## src/rtl/multi_tick_generator_if.sv

```systemverilog
// Config/enable/restart bus into the tick generator and per-channel tick/busy back out.
// The master drives configuration and channel controls; the slave (generator) drives tick and busy.
interface multi_tick_generator_if #(
  parameter int NUM_CH = 4,
  parameter int CNT_W  = 26
);
  localparam int CH_W = (NUM_CH > 1) ? $clog2(NUM_CH) : 1;

  logic              cfg_we;
  logic [CH_W-1:0]   cfg_ch;
  logic [CNT_W-1:0]  cfg_period;
  logic              cfg_oneshot;
  logic [NUM_CH-1:0] ch_en;
  logic [NUM_CH-1:0] ch_restart;
  logic [NUM_CH-1:0] tick;
  logic [NUM_CH-1:0] busy;

  modport master (
    output cfg_we, cfg_ch, cfg_period, cfg_oneshot, ch_en, ch_restart,
    input  tick, busy
  );

  modport slave (
    input  cfg_we, cfg_ch, cfg_period, cfg_oneshot, ch_en, ch_restart,
    output tick, busy
  );
endinterface

```

## src/rtl/multi_tick_generator.sv

```systemverilog
// Shared free-running prescaler feeding NUM_CH programmable periodic/one-shot tick channels.
// tick rises on the edge where a channel's count wraps; no backpressure, ticks are one-cycle pulses.
module multi_tick_generator #(
  parameter int NUM_CH         = 4,
  parameter int CNT_W          = 26,
  parameter int PRESCALE       = 1,
  parameter int DEFAULT_PERIOD = 50000000
) (
  input logic                   clk,
  input logic                   rst,
  multi_tick_generator_if.slave bus
);
  localparam int CH_W  = (NUM_CH > 1) ? $clog2(NUM_CH) : 1;
  localparam int PRE_W = (PRESCALE > 1) ? $clog2(PRESCALE) : 1;
  localparam logic [CNT_W-1:0] DEF_PERIOD = CNT_W'(DEFAULT_PERIOD);

  logic pre_stb;

  if (PRESCALE > 1) begin : g_pre
    logic [PRE_W-1:0] pre_q;
    logic [PRE_W-1:0] pre_d;

    assign pre_stb = (pre_q == PRE_W'(PRESCALE - 1));

    always_comb begin
      pre_d = pre_q + 1'b1;
      if (pre_stb) begin
        pre_d = '0;
      end
    end

    always_ff @(posedge clk or posedge rst) begin
      if (rst) begin
        pre_q <= '0;
      end else begin
        pre_q <= pre_d;
      end
    end
  end else begin : g_nopre
    assign pre_stb = 1'b1;
  end

  for (genvar i = 0; i < NUM_CH; i++) begin : g_ch
    logic [CNT_W-1:0] period_q;
    logic [CNT_W-1:0] period_d;
    logic [CNT_W-1:0] count_q;
    logic [CNT_W-1:0] count_d;
    logic             oneshot_q;
    logic             oneshot_d;
    logic             tick_q;
    logic             tick_d;
    logic             busy_q;
    logic             busy_d;
    logic             cfg_hit;
    logic             active;
    logic             at_term;

    // Out-of-range cfg_ch values match no channel, so such writes fall away.
    assign cfg_hit = bus.cfg_we && (bus.cfg_ch == CH_W'(i));
    assign active  = bus.ch_en[i] && (!oneshot_q || busy_q);
    assign at_term = (period_q != '0) && (count_q == period_q - 1'b1);

    always_comb begin
      period_d  = period_q;
      oneshot_d = oneshot_q;
      count_d   = count_q;
      busy_d    = busy_q;
      tick_d    = 1'b0;
      if (cfg_hit) begin
        period_d  = bus.cfg_period;
        oneshot_d = bus.cfg_oneshot;
        count_d   = '0;
        busy_d    = 1'b0;
      end else if (bus.ch_restart[i]) begin
        count_d = '0;
        if (oneshot_q) begin
          busy_d = 1'b1;
        end
      end else if (active && pre_stb) begin
        if (period_q == '0) begin
          // A zero period parks the channel: no ticks, any pending one-shot is abandoned.
          count_d = '0;
          busy_d  = 1'b0;
        end else if (at_term) begin
          count_d = '0;
          tick_d  = 1'b1;
          if (oneshot_q) begin
            busy_d = 1'b0;
          end
        end else begin
          count_d = count_q + 1'b1;
        end
      end
    end

    always_ff @(posedge clk or posedge rst) begin
      if (rst) begin
        period_q  <= DEF_PERIOD;
        oneshot_q <= 1'b0;
        count_q   <= '0;
        tick_q    <= 1'b0;
        busy_q    <= 1'b0;
      end else begin
        period_q  <= period_d;
        oneshot_q <= oneshot_d;
        count_q   <= count_d;
        tick_q    <= tick_d;
        busy_q    <= busy_d;
      end
    end

    assign bus.tick[i] = tick_q;
    assign bus.busy[i] = busy_q;
  end
endmodule
```

## src/flat_wrapper.sv

```systemverilog
// flat-port wrapper written by rule: the top's interface ports become plain ports
module multi_tick_generator_flat 
#(
  parameter int NUM_CH         = 4,
  parameter int CNT_W          = 26,
  parameter int PRESCALE       = 1,
  parameter int DEFAULT_PERIOD = 50000000
)
  (clk, rst, bus_cfg_we, bus_cfg_ch, bus_cfg_period, bus_cfg_oneshot, bus_ch_en, bus_ch_restart, bus_tick, bus_busy);
  multi_tick_generator_if #(.NUM_CH(NUM_CH), .CNT_W(CNT_W)) bus_i ();
  input logic clk;
  input logic rst;
  input wire logic [$bits(bus_i.cfg_we)-1:0] bus_cfg_we;
  input wire logic [$bits(bus_i.cfg_ch)-1:0] bus_cfg_ch;
  input wire logic [$bits(bus_i.cfg_period)-1:0] bus_cfg_period;
  input wire logic [$bits(bus_i.cfg_oneshot)-1:0] bus_cfg_oneshot;
  input wire logic [$bits(bus_i.ch_en)-1:0] bus_ch_en;
  input wire logic [$bits(bus_i.ch_restart)-1:0] bus_ch_restart;
  output wire logic [$bits(bus_i.tick)-1:0] bus_tick;
  output wire logic [$bits(bus_i.busy)-1:0] bus_busy;
  assign bus_i.cfg_we = bus_cfg_we;
  assign bus_i.cfg_ch = bus_cfg_ch;
  assign bus_i.cfg_period = bus_cfg_period;
  assign bus_i.cfg_oneshot = bus_cfg_oneshot;
  assign bus_i.ch_en = bus_ch_en;
  assign bus_i.ch_restart = bus_ch_restart;
  assign bus_tick = bus_i.tick;
  assign bus_busy = bus_i.busy;
  multi_tick_generator #(.NUM_CH(NUM_CH), .CNT_W(CNT_W), .PRESCALE(PRESCALE), .DEFAULT_PERIOD(DEFAULT_PERIOD)) u_core (.clk(clk), .rst(rst), .bus(bus_i));
endmodule
```

## config.mk

```make
export PLATFORM = sky130hd
export DESIGN_NAME = multi_tick_generator_flat
export DESIGN_NICKNAME = d
export VERILOG_FILES = /design/src/rtl/multi_tick_generator_if.sv /design/src/rtl/multi_tick_generator.sv /design/src/flat_wrapper.sv
export SDC_FILE = /design/constraint.sdc
export NUM_CORES = 1
export LEC_CHECK = 0
export CORE_MARGIN = 2
export CORE_UTILIZATION = 30
export CTS_CLUSTER_DIAMETER = 80
export DETAILED_ROUTE_END_ITERATION = 10
export DONT_BUFFER_PORTS = 1
export PLACE_DENSITY = 0.53
export SKIP_CTS_REPAIR_TIMING = 1
export SYNTH_ARGS = -nofsm -noshare
export SYNTH_HDL_FRONTEND = slang
export SYNTH_SLANG_ARGS = --single-unit
```

## constraint.sdc

```tcl
create_clock -name clk -period 9.2 [get_ports clk]
set_input_delay 1.84 -clock clk [delete_from_list [all_inputs] [get_ports clk]]
set_output_delay 1.84 -clock clk [all_outputs]
set_load 0.01 [all_outputs]
```

# --- Word level (Yosys, flattened, before mapping) ---
# Index checks and enable logic that the tools add are counted.
totals:
  ff_bits: 220
  output_inout_bits: 8
op_classes:
  addsub: 8
  n_eq_ne: 11
  muxes: 68
  reduce_logical: 45
ops:
  columns: ["op", "count"]
  rows:
  - ["$mux 26", 20]
  - ["$add 26x1->26 const B", 4]
  - ["$eq 26x26->1", 4]
  - ["$logic_not 26->1", 4]
  - ["$reduce_bool 26->1", 4]
  - ["$sub 26x1->26 const B", 4]
  - ["$mux 1", 48]
  - ["$reduce_bool 3->1", 8]
  - ["$reduce_and 4->1", 4]
  - ["$reduce_bool 4->1", 4]
  - ["$logic_and 1x1->1", 12]
  - ["$ne 3x1->1 const B", 4]
  - ["$eq 2x2->1 const B", 2]
  - ["$logic_not 1->1", 4]
  - ["$logic_or 1x1->1", 4]
  - ["$eq 2x1->1 const B", 1]
  - ["$logic_not 2->1", 1]

# --- Logic depth before layout (Yosys ltp) ---
logic_depth:
  depth_word: 8
  depth_mapped: 14
  mapped_depth_nobuf: 11

# --- Worst setup path after synthesis ---
# No wires, ideal clock.
synth_timing:
  kind: "reg-to-reg"
  from: "register u_core.g_ch[0].period_q[0]"
  to: "register u_core.g_ch[0].count_q[16]"
  setup_ns: 0.118
  arrival_ns: 3.491
  slack_ns: 5.591
  path_stages_with_launch: 15
  synth_period_minus_slack_ns: 3.609
  path_cell_list: "dfrtp_1 > inv_1 > ha_1 > or4b_1 > clkbuf_1 > or4_1 > a2111o_1 > a211oi_1 > nand4_1 > a2111oi_4 > or2_1 > buf_6 > buf_8 > o21ai_1 > a21o_1"
synth_via:
  elab_chain_cells: 8
  word_cells_on_any_way: 10
  cone_classes: "add/sub: 1; eq/ne: 1; mux: 5; reduce/logical: 3"
synth_rtl:
  columns: ["item", "line_no", "text"]
  rows:
  - ["start, declared", "multi_tick_generator.sv:44", "logic [CNT_W-1:0] period_q;"]
  - ["start signal, assigned", "multi_tick_generator.sv:104", "period_q <= period_d;"]
  - ["$sub 26x1->26", "multi_tick_generator.sv:61", "assign at_term = (period_q != '0) && (count_q == period_q - 1'b1);"]
  - ["$eq 26x26->1", "multi_tick_generator.sv:61", null]
  - ["$logic_and 1x1->1", "multi_tick_generator.sv:61", null]
  - ["$mux 26", "multi_tick_generator.sv:84", "end else if (at_term) begin"]
  - ["$mux 26 *", "multi_tick_generator.sv:80", "if (period_q == '0) begin"]
  - ["$mux 26 *", "multi_tick_generator.sv:79", "end else if (active && pre_stb) begin"]
  - ["$mux 26 *", "multi_tick_generator.sv:74", "end else if (bus.ch_restart[i]) begin"]
  - ["$mux 26 *", "multi_tick_generator.sv:69", "if (cfg_hit) begin"]
  - ["end signal, assigned", "multi_tick_generator.sv:106", "count_q <= count_d;"]
  - ["end, declared", "multi_tick_generator.sv:46", "logic [CNT_W-1:0] count_q;"]
# Mark *: on every way between the ends. The rest lies on a longest branch, timed or not. The select of a mux whose other input is x is not followed.
# A chain may end at the register's enable or synchronous reset.

# --- Worst setup path after layout ---
layout_timing:
  from: "register u_core.g_ch[1].period_q[0]"
  to: "register u_core.g_ch[1].count_q[5]"
layout_via:
  elab_chain_cells: 8
  word_cells_on_any_way: 10
  cone_classes: "add/sub: 1; eq/ne: 1; mux: 5; reduce/logical: 3"
layout_rtl:
  columns: ["item", "line_no"]
  rows:
  - ["start, declared", "multi_tick_generator.sv:44"]
  - ["start signal, assigned", "multi_tick_generator.sv:104"]
  - ["$sub 26x1->26", "multi_tick_generator.sv:61"]
  - ["$eq 26x26->1", "multi_tick_generator.sv:61"]
  - ["$logic_and 1x1->1", "multi_tick_generator.sv:61"]
  - ["$mux 26", "multi_tick_generator.sv:84"]
  - ["$mux 26 *", "multi_tick_generator.sv:80"]
  - ["$mux 26 *", "multi_tick_generator.sv:79"]
  - ["$mux 26 *", "multi_tick_generator.sv:74"]
  - ["$mux 26 *", "multi_tick_generator.sv:69"]
  - ["end signal, assigned", "multi_tick_generator.sv:106"]
  - ["end, declared", "multi_tick_generator.sv:46"]
# Marks and branches as above.

==> out/metrics.cfg <==
[critical_path]
start_kind = flip-flop
critical_path_arrival_ns = 5.27
cp_max_fo = 30
rrSetupSlack_ns = 4.39
required_ns = 9.66
path_class = flip-flop to flip-flop
cp-end-kind = flip-flop

[placed_design]
preCtsSetupSlack_ns = 4.522
dp_hpwl_mm = 29.21
gp_congestion = 0.9075
place_area_sq_um = 14900
port_buffers = 0

[timing]
timing.final.crit_share_pct = 52.24
fmax_mhz = 208.1
hold_viol = 0
skew_ns = 0.02134
slew_headroom_pct = 32.33
drv_slew = 0
post-route-min-period_ns = 4.806
finalSetupViolations = 0
rsz0062_at_grt = no
tightest_slew_ns = 1.015
fin_ws_ns = 4.394
fin_tns_setup_ns = 0

[drt]
firstDrtPassIters = 5
wl_per_cell_um = 18.18
drc = 0
postRouteAntennaNets = 0
drt-total-wl_mm = 40.44
drt_iter0_markers = 955
via_count = 11990
vias_per_cell = 5.391

[synth]
ys_top_cells_by_area = dfrtp_1 30%, dfstp_2 8.7%, mux2_2 6.2%, xnor2_1 6.0%, nand2_1 5.1%
avgSynthCellArea_sq_um = 8.797
synthDistinctLibCells = 81
yosys_warnings = 0
async_flop_share_pct = 100.0
syn_inst = 1647
synth_area_sq_um = 14490
synth_seq_cells = 220
synth_edf_count = 0
synth_largest_area_cell = dfrtp_1
mappedNetlistNets = 1699
synth_top_area_share_pct = 29.71
synthFlopType = dfrtp_1
synth.yosys.seq_area_share_pct = 38.41

[global_routing]
grt_pass1_wl_mm = 65.75
grt_pass1_vias = 11730
grt_max_degree = 112
gr-total-overflow = 0
track_usage_pct = 16.17
antenna_found_initial = 4

[cts]
cts.path.max_buffers = 3
clk_latency_ns = 0.57
cts_tree = yes
cts-buffers-inserted = 27
cts_root_buf = clkbuf_16
cts.sinks = 220
clk_pin_slew_ns = 0.06
htreeDepth = 1

[final_layout]
fill_cells = 4898
layout-drive-gt1-share_pct = 13.32
final_cell_mix = 198 x nand2_1, 172 x dfrtp_1, 107 x nor2_1
finish.instance_area_sq_um = 15790
fin_nets = 1638
syn_to_final_growth_pct = 8.972
final_common_cell = nand2_1

[die]
initial_utilization_pct = 30.35
die_area_sq_um = 50070
dieWidth_um = 223.8
io_pins = 48
placementRows = 80
core_area_sq_um = 47750
die_y_um = 223.8

[job]
cap_violations = 0

[status]
status = finished clean

[power]
p_per_area_nw_per_um2 = 179.2
power_leakage_nw = 6.066
ir_worst_vdd_mv = 0.1439

[min_path]
worst_hold_path_type = flip-flop to flip-flop

kinds of logic (layout without fill, tap and decap cells):
family | Yosys count | count (layout) | synth area share (%)
buf+inv | 153 | 113 | 4.542
simple gates | 722 | 722 | 25.82
xor+xnor | 153 | 153 | 9.249
flops | 220 | 220 | 38.41
mux | 98 | 98 | 7.461
fa+ha+maj | 12 | 12 | 1.036
compound gates | 289 | 289 | 13.48
other cells | 0 | 2 | 0
worst paths after layout:
check,from,endpoint,cells after the start
min in group asynchronous,rst,u_core.g_ch[1].period_q[6]$_DFFE_PP0P_,1
min,u_core.g_ch[3].period_q[23]$_DFFE_PP1P_,u_core.g_ch[3].period_q[23]$_DFFE_PP1P_,2
max in group asynchronous,rst,u_core.g_ch[0].period_q[19]$_DFFE_PP1P_,3
min reg2reg,u_core.g_ch[3].period_q[23]$_DFFE_PP1P_,u_core.g_ch[3].period_q[23]$_DFFE_PP1P_,2
max,u_core.g_ch[1].period_q[0]$_DFFE_PP0P_,u_core.g_ch[1].count_q[5]$_DFFE_PP0N_,11
max reg2reg,u_core.g_ch[1].period_q[0]$_DFFE_PP0P_,u_core.g_ch[1].count_q[5]$_DFFE_PP0N_,11
registers in the layout, summed over array words and instances (netlist names):
name                   cells
u_core.g_ch.busy_q         4
u_core.g_ch.period_q     104
u_core.g_ch.tick_q         4
u_core.g_ch.count_q      104
u_core.g_ch.oneshot_q      4
layout make-up:
class,count,area (sq um),share of cell area [%]
Multi-Input combinational cell,1274,8280,52.44
Sequential cell,220,5565,35.25
Clock buffer,42,835.8,5.294
Tap cell,615,769.5,4.874
Inverter,51,198.9,1.260
Timing Repair Buffer,12,90.09,0.5706
Clock inverter,8,43.79,0.2774
Antenna cell,2,5.005,0.03170
synthesized netlist by cell type, types with 30 or more instances:
| library cell | n |
|---|---|
| xor2_1 | 54 |
| nor4_1 | 36 |
| dfrtp_1 | 172 |
| clkbuf_1 | 75 |
| dfstp_2 | 48 |
| inv_1 | 51 |
| nor2_1 | 107 |
| o21ai_0 | 88 |
| a21oi_1 | 30 |
| nand3_1 | 95 |
| xnor2_1 | 99 |
| nand2_1 | 198 |
| nor3_1 | 64 |
| or4_1 | 32 |
| mux2_2 | 80 |
per-layer routing:
layer	wire length, um	GRT usage (%)	vias up
met5	0	0	-
met4	621	2.925	0
met3	2815	4.224	33
met2	18210	25.92	235
met1	18790	22.13	5914
li1	-	-	5807
power by group:
part | internal [mW] | switching [mW] | total, mW | leakage, nW
Clock | 0.623 | 0.439 | 1.06 | 0.440
Combinational | 0.236 | 0.280 | 0.516 | 2.86
Sequential | 1.09 | 0.158 | 1.25 | 2.77
Total | 1.95 | 0.878 | 2.83 | 6.07
per-stage QoR:
stage | utilization (%) | power (mW) | cells | hold WS (ns)
after global placement | 31.22 | 1.764 | 2172 | 0.4678
after detailed placement | 31.22 | 1.778 | 2172 | 0.4706
final | 33.07 | 2.829 | 2224 | 0.4764
after global routing | 33.06 | 2.976 | 2222 | 0.5055
after floorplan | - | 1.648 | 1647 | 0.4503
after CTS | 33.06 | 2.856 | 2222 | 0.4808
worst max-delay path, cell delays in order, from the launching register on:
cell and delay, ns:
dfrtp_1 0.44, inv_1 0.11, ha_1 0.23, nor3b_1 0.71, nand3_1 0.40, or4_1 0.57
a211oi_1 0.32, nand4_1 0.15, nor4_2 0.48, or2_1 0.84, o21ai_0 0.22, a21o_1 0.22
Power figures use the tool's default switching activity.
